**src/rtl/xbar_cfg_loader_if.sv**
```systemverilog
// Host/chain signal bundle for the crossbar configuration loader.
//   start, abort       : load request / synchronous abort (host -> loader)
//   din, din_valid     : configuration word and its valid (host -> loader)
//   din_ready          : loader accepts din this cycle (loader -> host)
//   se, sin            : shift enable / serial data to chain head (loader -> chain)
//   sout               : serial data from chain tail (chain -> loader)
//   busy, done         : status and end-of-load pulse (loader -> host)
//   dout, dout_valid   : readback word and its 1-cycle strobe (loader -> host)
// The slave modport is the loader's view; master is the host/chain side.
interface xbar_cfg_loader_if #(
    parameter int WORD_W = 32
);
    logic              start;
    logic              abort;
    logic [WORD_W-1:0] din;
    logic              din_valid;
    logic              din_ready;
    logic              se;
    logic              sin;
    logic              sout;
    logic              busy;
    logic              done;
    logic [WORD_W-1:0] dout;
    logic              dout_valid;

    modport slave (
        input  start, abort, din, din_valid, sout,
        output din_ready, se, sin, busy, done, dout, dout_valid
    );

    modport master (
        output start, abort, din, din_valid, sout,
        input  din_ready, se, sin, busy, done, dout, dout_valid
    );
endinterface

```
**src/rtl/xbar_cfg_loader.sv**
```systemverilog
// Writer side of the crossbar configuration scan chain.
// Takes WORD_W-bit words from the host over a valid/ready handshake and
// serialises them LSB-first onto the chain (se/sin) until exactly CHAIN_LEN
// bits have been shifted; the last word may be partial (upper bits dropped).
//
// Ports:
//   clk   : system clock, all state changes on its rising edge
//   rstn  : asynchronous active-low reset
//   bus   : xbar_cfg_loader_if.slave (handshake, chain and readback signals)
//
// Optional build macro XBAR_CFG_READBACK_EN: when defined, the bit leaving the
// chain tail (sout) on every shift cycle is packed LSB-first into a readback
// word, presented on dout with a 1-cycle dout_valid after each word. When not
// defined, dout and dout_valid are tied to 0 and sout is ignored.
//
// state | meaning
// IDLE  | waiting for start
// LOAD  | din_ready high, waiting for the next word
// SHIFT | se high, one bit of the current word per cycle
// FIN   | done pulse, then back to IDLE
module xbar_cfg_loader #(
    parameter int WORD_W    = 32,
    parameter int CHAIN_LEN = 160,
    parameter int CNT_W     = 16
) (
    input logic              clk,
    input logic              rstn,
    xbar_cfg_loader_if.slave bus
);
    localparam int WB_W = $clog2(WORD_W + 1);

    typedef enum logic [1:0] {
        IDLE  = 2'd0,
        LOAD  = 2'd1,
        SHIFT = 2'd2,
        FIN   = 2'd3
    } state_t;

    state_t            state, state_nxt;
    logic [CNT_W-1:0]  bits_left, bits_left_nxt;
    logic [WB_W-1:0]   word_bits, word_bits_nxt;
    logic [WORD_W-1:0] sreg, sreg_nxt;
    logic              accept;

    always_comb begin
        state_nxt     = state;
        bits_left_nxt = bits_left;
        word_bits_nxt = word_bits;
        sreg_nxt      = sreg;
        accept        = 1'b0;
        if (bus.abort) begin
            state_nxt     = IDLE;
            bits_left_nxt = '0;
            word_bits_nxt = '0;
        end else begin
            case (state)
                IDLE: begin
                    if (bus.start) begin
                        state_nxt     = LOAD;
                        bits_left_nxt = CNT_W'(CHAIN_LEN);
                    end
                end
                LOAD: begin
                    if (bus.din_valid && bus.din_ready) begin
                        accept        = 1'b1;
                        sreg_nxt      = bus.din;
                        word_bits_nxt = (bits_left >= CNT_W'(WORD_W)) ? WB_W'(WORD_W)
                                                                       : WB_W'(bits_left);
                        state_nxt     = SHIFT;
                    end
                end
                SHIFT: begin
                    sreg_nxt = sreg >> 1;
                    if (word_bits != '0) word_bits_nxt = word_bits - WB_W'(1);
                    if (bits_left != '0) bits_left_nxt = bits_left - CNT_W'(1);
                    // Last bit of this word: either the whole chain is done or
                    // we return to LOAD for the next word.
                    if (word_bits <= WB_W'(1)) begin
                        state_nxt = (bits_left <= CNT_W'(1)) ? FIN : LOAD;
                    end
                end
                FIN: begin
                    state_nxt = IDLE;
                end
                default: begin
                    state_nxt = IDLE;
                end
            endcase
        end
    end

    // Outputs are registered from the next state so se/sin never glitch and
    // all drop asynchronously on reset.
    always_ff @(posedge clk or negedge rstn) begin
        if (!rstn) begin
            state         <= IDLE;
            bits_left     <= '0;
            word_bits     <= '0;
            sreg          <= '0;
            bus.din_ready <= 1'b0;
            bus.se        <= 1'b0;
            bus.sin       <= 1'b0;
            bus.busy      <= 1'b0;
            bus.done      <= 1'b0;
        end else begin
            state         <= state_nxt;
            bits_left     <= bits_left_nxt;
            word_bits     <= word_bits_nxt;
            sreg          <= sreg_nxt;
            bus.din_ready <= (state_nxt == LOAD);
            bus.se        <= (state_nxt == SHIFT);
            bus.sin       <= (state_nxt == SHIFT) ? sreg_nxt[0] : 1'b0;
            bus.busy      <= (state_nxt != IDLE);
            bus.done      <= (state_nxt == FIN);
        end
    end

`ifdef XBAR_CFG_READBACK_EN
    logic [WORD_W-1:0] rb_word;
    logic [WB_W-1:0]   rb_idx;

    // Readback word boundaries coincide with the shifted-word boundaries, so
    // the word is flushed on the same cycle the loader shifts its last bit.
    always_ff @(posedge clk or negedge rstn) begin
        if (!rstn) begin
            rb_word        <= '0;
            rb_idx         <= '0;
            bus.dout       <= '0;
            bus.dout_valid <= 1'b0;
        end else begin
            bus.dout_valid <= 1'b0;
            if (bus.abort || accept) begin
                rb_word <= '0;
                rb_idx  <= '0;
            end else if (state == SHIFT) begin
                rb_word <= rb_word | (WORD_W'(bus.sout) << rb_idx);
                rb_idx  <= rb_idx + WB_W'(1);
                if (word_bits <= WB_W'(1)) begin
                    bus.dout       <= rb_word | (WORD_W'(bus.sout) << rb_idx);
                    bus.dout_valid <= 1'b1;
                end
            end
        end
    end
`else
    wire unused_sout = bus.sout;

    assign bus.dout       = '0;
    assign bus.dout_valid = 1'b0;
`endif

endmodule
```
**src/flat_wrapper.sv**
```systemverilog
// flat-port wrapper written by rule: the top's interface ports become plain ports
module xbar_cfg_loader_flat 
#(
    parameter int WORD_W    = 32,
    parameter int CHAIN_LEN = 160,
    parameter int CNT_W     = 16
)
  (clk, rstn, bus_start, bus_abort, bus_din, bus_din_valid, bus_sout, bus_din_ready, bus_se, bus_sin, bus_busy, bus_done, bus_dout, bus_dout_valid);
  xbar_cfg_loader_if #(.WORD_W(WORD_W)) bus_i ();
  input logic clk;
  input logic rstn;
  input wire logic [$bits(bus_i.start)-1:0] bus_start;
  input wire logic [$bits(bus_i.abort)-1:0] bus_abort;
  input wire logic [$bits(bus_i.din)-1:0] bus_din;
  input wire logic [$bits(bus_i.din_valid)-1:0] bus_din_valid;
  input wire logic [$bits(bus_i.sout)-1:0] bus_sout;
  output wire logic [$bits(bus_i.din_ready)-1:0] bus_din_ready;
  output wire logic [$bits(bus_i.se)-1:0] bus_se;
  output wire logic [$bits(bus_i.sin)-1:0] bus_sin;
  output wire logic [$bits(bus_i.busy)-1:0] bus_busy;
  output wire logic [$bits(bus_i.done)-1:0] bus_done;
  output wire logic [$bits(bus_i.dout)-1:0] bus_dout;
  output wire logic [$bits(bus_i.dout_valid)-1:0] bus_dout_valid;
  assign bus_i.start = bus_start;
  assign bus_i.abort = bus_abort;
  assign bus_i.din = bus_din;
  assign bus_i.din_valid = bus_din_valid;
  assign bus_i.sout = bus_sout;
  assign bus_din_ready = bus_i.din_ready;
  assign bus_se = bus_i.se;
  assign bus_sin = bus_i.sin;
  assign bus_busy = bus_i.busy;
  assign bus_done = bus_i.done;
  assign bus_dout = bus_i.dout;
  assign bus_dout_valid = bus_i.dout_valid;
  xbar_cfg_loader #(.WORD_W(WORD_W), .CHAIN_LEN(CHAIN_LEN), .CNT_W(CNT_W)) u_core (.clk(clk), .rstn(rstn), .bus(bus_i));
endmodule
```
**config.mk**
```make
export PLATFORM = sky130hd
export DESIGN_NAME = xbar_cfg_loader_flat
export DESIGN_NICKNAME = d
export VERILOG_FILES = /design/src/rtl/xbar_cfg_loader_if.sv /design/src/rtl/xbar_cfg_loader.sv /design/src/flat_wrapper.sv
export SDC_FILE = /design/constraint.sdc
export NUM_CORES = 1
export LEC_CHECK = 0
export CAP_MARGIN = 20
export CORE_UTILIZATION = 60
export CTS_BUF_LIST = sky130_fd_sc_hd__clkbuf_4
export CTS_CLUSTER_DIAMETER = 80
export DETAILED_ROUTE_END_ITERATION = 12
export DONT_BUFFER_PORTS = 1
export PLACE_DENSITY = 0.78
export SLEW_MARGIN = 20
export SYNTH_ARGS = -nofsm -noshare
export SYNTH_HDL_FRONTEND = slang
export SYNTH_SLANG_ARGS = --single-unit
```
**constraint.sdc**
```tcl
create_clock -name clk -period 2.7 [get_ports clk]
set_input_delay 0.54 -clock clk [delete_from_list [all_inputs] [get_ports clk]]
set_output_delay 0.54 -clock clk [all_outputs]
set_load 0.1 [all_outputs]
```
**Yosys cells after proc, flatten, opt, wreduce, memory -nomap -nowiden**

Cells that the tools add are included.

- Register bits: 61
- Output and inout port bits: 38
- Logic and storage cells: 57

- Eq/ne operators: 11
- Bitwise gates (word level): 1
- Order comparisons: 3
- $add $sub $neg: 2
- Reductions and logical operators: 11
- Mux-type cells: 19

Operators with widths:

| kind | number |
|---|---|
| $pmux 32 s2 | 1 |
| $mux 16 | 3 |
| $mux 32 | 1 |
| $pmux 16 s2 | 1 |
| $mux 6 | 4 |
| $ge 16x6->1 const B | 1 |
| $le 16x1->1 const B | 1 |
| $reduce_bool 16->1 | 1 |
| $sub 16x1->16 const B | 1 |
| $pmux 6 s2 | 1 |
| $mux 2 | 5 |
| $ne 3x2->1 const B | 3 |
| $reduce_and 3->1 | 3 |
| $eq 2x2->1 const B | 4 |
| $pmux 2 s4 | 1 |
| $le 6x1->1 const B | 1 |
| $reduce_bool 3->1 | 2 |
| $reduce_bool 6->1 | 1 |
| $sub 6x1->6 const B | 1 |
| $eq 2x1->1 const B | 2 |
| $reduce_bool 2->1 | 2 |
| $ne 3x3->1 const B | 1 |
| $logic_not 2->1 | 1 |
| $mux 1 | 2 |
| 3 further kinds | 3 |

**Logic depth before layout (Yosys ltp)**

- Depth after elaboration: 7
- Mapped depth: 9
- Depth with buffers taken out: 8

**Worst setup path after synthesis**

No wires, ideal clock.

- Path kind: register -> register
- Start: reg u_core.bus.din_ready
- End: reg u_core.bus.din_ready
- Data arrival time: 1.920 ns
- Clock period less this slack: 2.038 ns
- Data required time: 2.581 ns
- Slack: 0.662 ns
- Stages on the path, launching flop included: 6
- Setup time: 0.119 ns
- Path buffers: 0
- Cells stage by stage: dfrtp_1 -> nand3_1 -> nand2_1 -> a31oi_1 -> a221o_1 -> and2_1

- Word-level cells in the longest chain between the ends: 5

RTL lines:

| what | RTL line | RTL |
|---|---|---|
| start, declared | xbar_cfg_loader_if.sv:28 | `output din_ready, se, sin, busy, done, dout, dout_valid` |
| start signal, assigned | xbar_cfg_loader.sv:110 | `bus.din_ready <= (state_nxt == LOAD);` |
| $logic_and 1x1->1 | xbar_cfg_loader.sv:64 | `if (bus.din_valid && bus.din_ready) begin` |
| $mux 2 | xbar_cfg_loader.sv:64 |  |
| $pmux 2 s4 | xbar_cfg_loader.sv:56 | `case (state)` |
| $mux 2 | xbar_cfg_loader.sv:51 | `if (bus.abort) begin` |
| $eq 2x1->1 | xbar_cfg_loader.sv:110 |  |

Every way passes these cells.
A chain may end at the register's enable or synchronous reset.

**Worst setup path in the final report**

- Start: reg u_core.state[0]
- End: reg u_core.bus.din_ready

- Word-level cells in the longest chain between the ends: 4
- Elaborated cells on any way between the ends: 10

RTL lines:

| what | RTL line | RTL |
|---|---|---|
| start, declared | xbar_cfg_loader.sv:39 | `state_t state, state_nxt;` |
| start signal, assigned | xbar_cfg_loader.sv:106 | `state <= state_nxt;` |
| $eq 2x2->1, or another cell as far along | xbar_cfg_loader.sv:56 |  |
| $pmux 2 s4 (*) | xbar_cfg_loader.sv:56 |  |
| $mux 2 (*) | xbar_cfg_loader.sv:51 |  |
| $eq 2x1->1 (*) | xbar_cfg_loader.sv:110 |  |

Every way passes the cells marked *; elsewhere a longest branch is shown, timed or not.

==> results.md <==
- Status: completed
- Routed vias/inst: ~5.9
- WHS Endpoint: u_core.word_bits[5]
- Total CTS buffers: 9
- Post-synthesis sequential area ratio: 0.448
- Worst slew pin tran: 0.870 ns
- Tmin final: 2.27 ns
- Post-CTS Setup Inserts: 0
- Fin. max-slew vios: 0
- Crit path max-delay family: compound AO/OA/AOI/OAI gates
- Filler cells: 455
- WL met3: 463 µm
- Drt wl/cell: 14.8 µm
- Gr usage total: 0.243
- Hold Vio Cnt, Final: 0
- Starting density of the core: 0.622
- Internal cell power: 1.94 mW
- Tightest Hold Check Type: in2reg
- Rel. slew slack: 0.420
- Drt pass-1 iters: 5
- Detailed placement HPWL: 4370 µm
- First-pass GRT wire length: 11400 µm
- Critical Path End Type: flip-flop
- Core Util, Final: 0.642
- Initial antenna violation count: 0
- End of the worst register-to-register path: u_core.bus.din_ready
- Maximum Capacitance Violations: 0
- Synth warnings: 0
- Highest metal used: met4
- Multi-input gate area: 0.00164 mm²
- Resized Gates After CTS: 0
- Worst skew pair latency: roughly 0.4 ns
- Peak supply drop: 0.000564 V
- Ys async rst share: 1.00
- GPL Wtd Cong: 0.870
- Setup-failing EPs final: 0
- DP Worst Slack: approximately 0.46 ns
- CP required: 3.00 ns
- Crit path buf inv count: 2
- Die width: between 70 and 80 µm
- I/O Buffers: 0
- Area growth syn-to-layout: 3.12%
- Number of synthesized flops with an enable pin: 0
- M1 WL: slightly above 3000 µm
- Post-Syn Instances: 376
- Most frequent cell after synthesis: dfrtp_1
- Crit path cell chain: inv_1, ha_1, buf_4, a31oi_1, a221o_1, and2_1
- Post-Syn Area: about 0.0034 mm²
- Worst setup path class: reg2reg
- Part of the power in registers: 0.436
- CTS sink count: between 60 and 70
- Pin count of the biggest net entering global routing: 62
- CP arrival: approximately 2.6 ns
- Vias in the first global route: around 2500
- Sw Ratio: 0.453
- Slowest Stage Delay on Critical Path: about 0.48 ns
- Total Power: around 3.5 mW
- Root buffer cell: clkbuf_4
- Final nets: 421
- P_sw: 1.61 mW
- Seq cells post-synth: 61
- DRC: 0
- Main synth FF type: dfrtp_1
- CTS tree: yes
- TNS Setup: 0 ns
- Sequential Area: 0.00153 mm²
- Syn avg cell area: 9.05 µm²
- Post-synth top area share: 0.448
- DRT iter0 DRCs: 186
- Clock-pin slew on the worst setup and hold paths: around 0.10 ns
- Clock share of power: 0.151
- Worst hold stages: 1
- P per Cell Area: 1010 mW/mm²
- Met2 Routed Length: 3110 µm
- Total routed wirelength: 6680 µm
- Fmax: 441 MHz
- # rows: 27
- Detail Route Antenna Nets: 0
- Worst hold start: bus_abort
- Die H: just under 80 µm
- Top cells by area, synth: dfrtp_1 45%, buf_4 7.3%, a22oi_1 6.8%
- # IOs: 76
- Die area: 0.00598 mm²
- Slowest cell on the critical path: ha_1
- P_leak: 1.51 nW
- Post-CTS Hold Buffers: 2
- Layout Skew: 0.0133 ns
- Core ar.: ~0.0055 mm²
- Antenna cells: 0
- CTS max path bufs: 2
- Worst r2r src: u_core.state[0]
- Post-route cell area: 0.00351 mm²
- Startpoint types: flip-flop
- Cells on worst reg2reg path: 6
- Max Fanout on Critical Path: 33
- RSZ-0062 raised after global routing: false
- Global route overflow: 0
- Vias: roughly 2700
- Synth area leader: dfrtp_1
- Comb power frac: 0.413
- Fin worst setup slack: 0.431 ns
- Reg-to-reg slack, setup: roughly 0.43 ns
- H-Tree Depth: 3
- Tcrit/Tclk final: 0.840
- Share of layout cells above drive strength 1: 0.0895
- Number of library cell types mapped by synthesis: 50
- Commonest cells in the netlist: 61 x dfrtp_1, 54 x nor2_1, 37 x a21oi_1
- DP Area: 0.00334 mm²
## layout make-up
type                    instances  share of cell area
clock buffers                  10              0.0214
clock inverters                 6              0.0114
repair buffers                  8              0.0271
well taps                      72              0.0257
inverters                      12              0.0128
flip-flops and latches         61               0.435
multi-input cells             283               0.467
## cells by family after synthesis
family                     synth area share
AOI/OAI and AO/OA                     0.220
xor gates and xnor gates            0.00515
adders and majority gates            0.0294
buffers and inverters                 0.108
DFF                                   0.448
muxes                               0.00331
other                               0.00110
and+or+nand+nor                       0.185
## power by group through the flow
stage	Sequential (mW)	Combinational, mW	Clock [mW]
detailed placement	1.56	1.42	0
global placement	1.54	1.37	0
global route	1.58	1.64	0.597
CTS	1.54	1.45	0.553
finish	1.55	1.47	0.536
floorplan	1.53	1.22	0
## cells in the final DEF (no fill, tap or decap), drive strengths merged, types with 4 or more instances in the layout
cell type	instances
dfrtp	61
nor2	54
a21oi	37
conb	33
a22oi	31
o21ai	18
nand2	16
inv	12
nor3	11
clkbuf	10
ha	8
nand3	7
nand2b	7
buf	7
or4	6
o31ai	5
a31oi	5
a221oi	5
nor2b	4
or3	4
## layer usage
layer / GRT usage / up-vias
met5: 0 / -
met4: 0.0981 / 0
met3: 0.0702 / 5
met2: 0.372 / 100
met1: 0.325 / 1291
li1: - / 1292
## how the worst max path moves through the flow
stage / cells past startpoint / start / slack, ns / to
after floorplan: 5 / u_core.bus.din_ready / 0.66 / u_core.bus.din_ready
after global placement: 6 / u_core.state[0] / 0.48 / u_core.bus.din_ready
after detailed placement: 5 / u_core.state[1] / 0.46 / u_core.sreg[9]
after CTS: 6 / u_core.state[0] / 0.44 / u_core.bus.din_ready
after global routing: 6 / u_core.state[0] / 0.29 / u_core.bus.din_ready
final: 6 / u_core.state[0] / 0.43 / u_core.bus.din_ready
## metrics by stage
stage | hold slack (ns) | instances
after floorplan | 0.244 | 408
after global placement | 0.246 | 433
after global routing | 0.158 | 452
after detailed placement | 0.246 | 433
final | 0.191 | 452
after CTS | 0.170 | 451
## registers in the layout, indices dropped and copies added, names as in the netlist
signal                count
u_core.sreg              32
u_core.bus.sin            1
u_core.bits_left         16
u_core.bus.done           1
u_core.word_bits          6
u_core.bus.se             1
u_core.state              2
u_core.bus.busy           1
u_core.bus.din_ready      1
(Power assumes the default switching activity.)
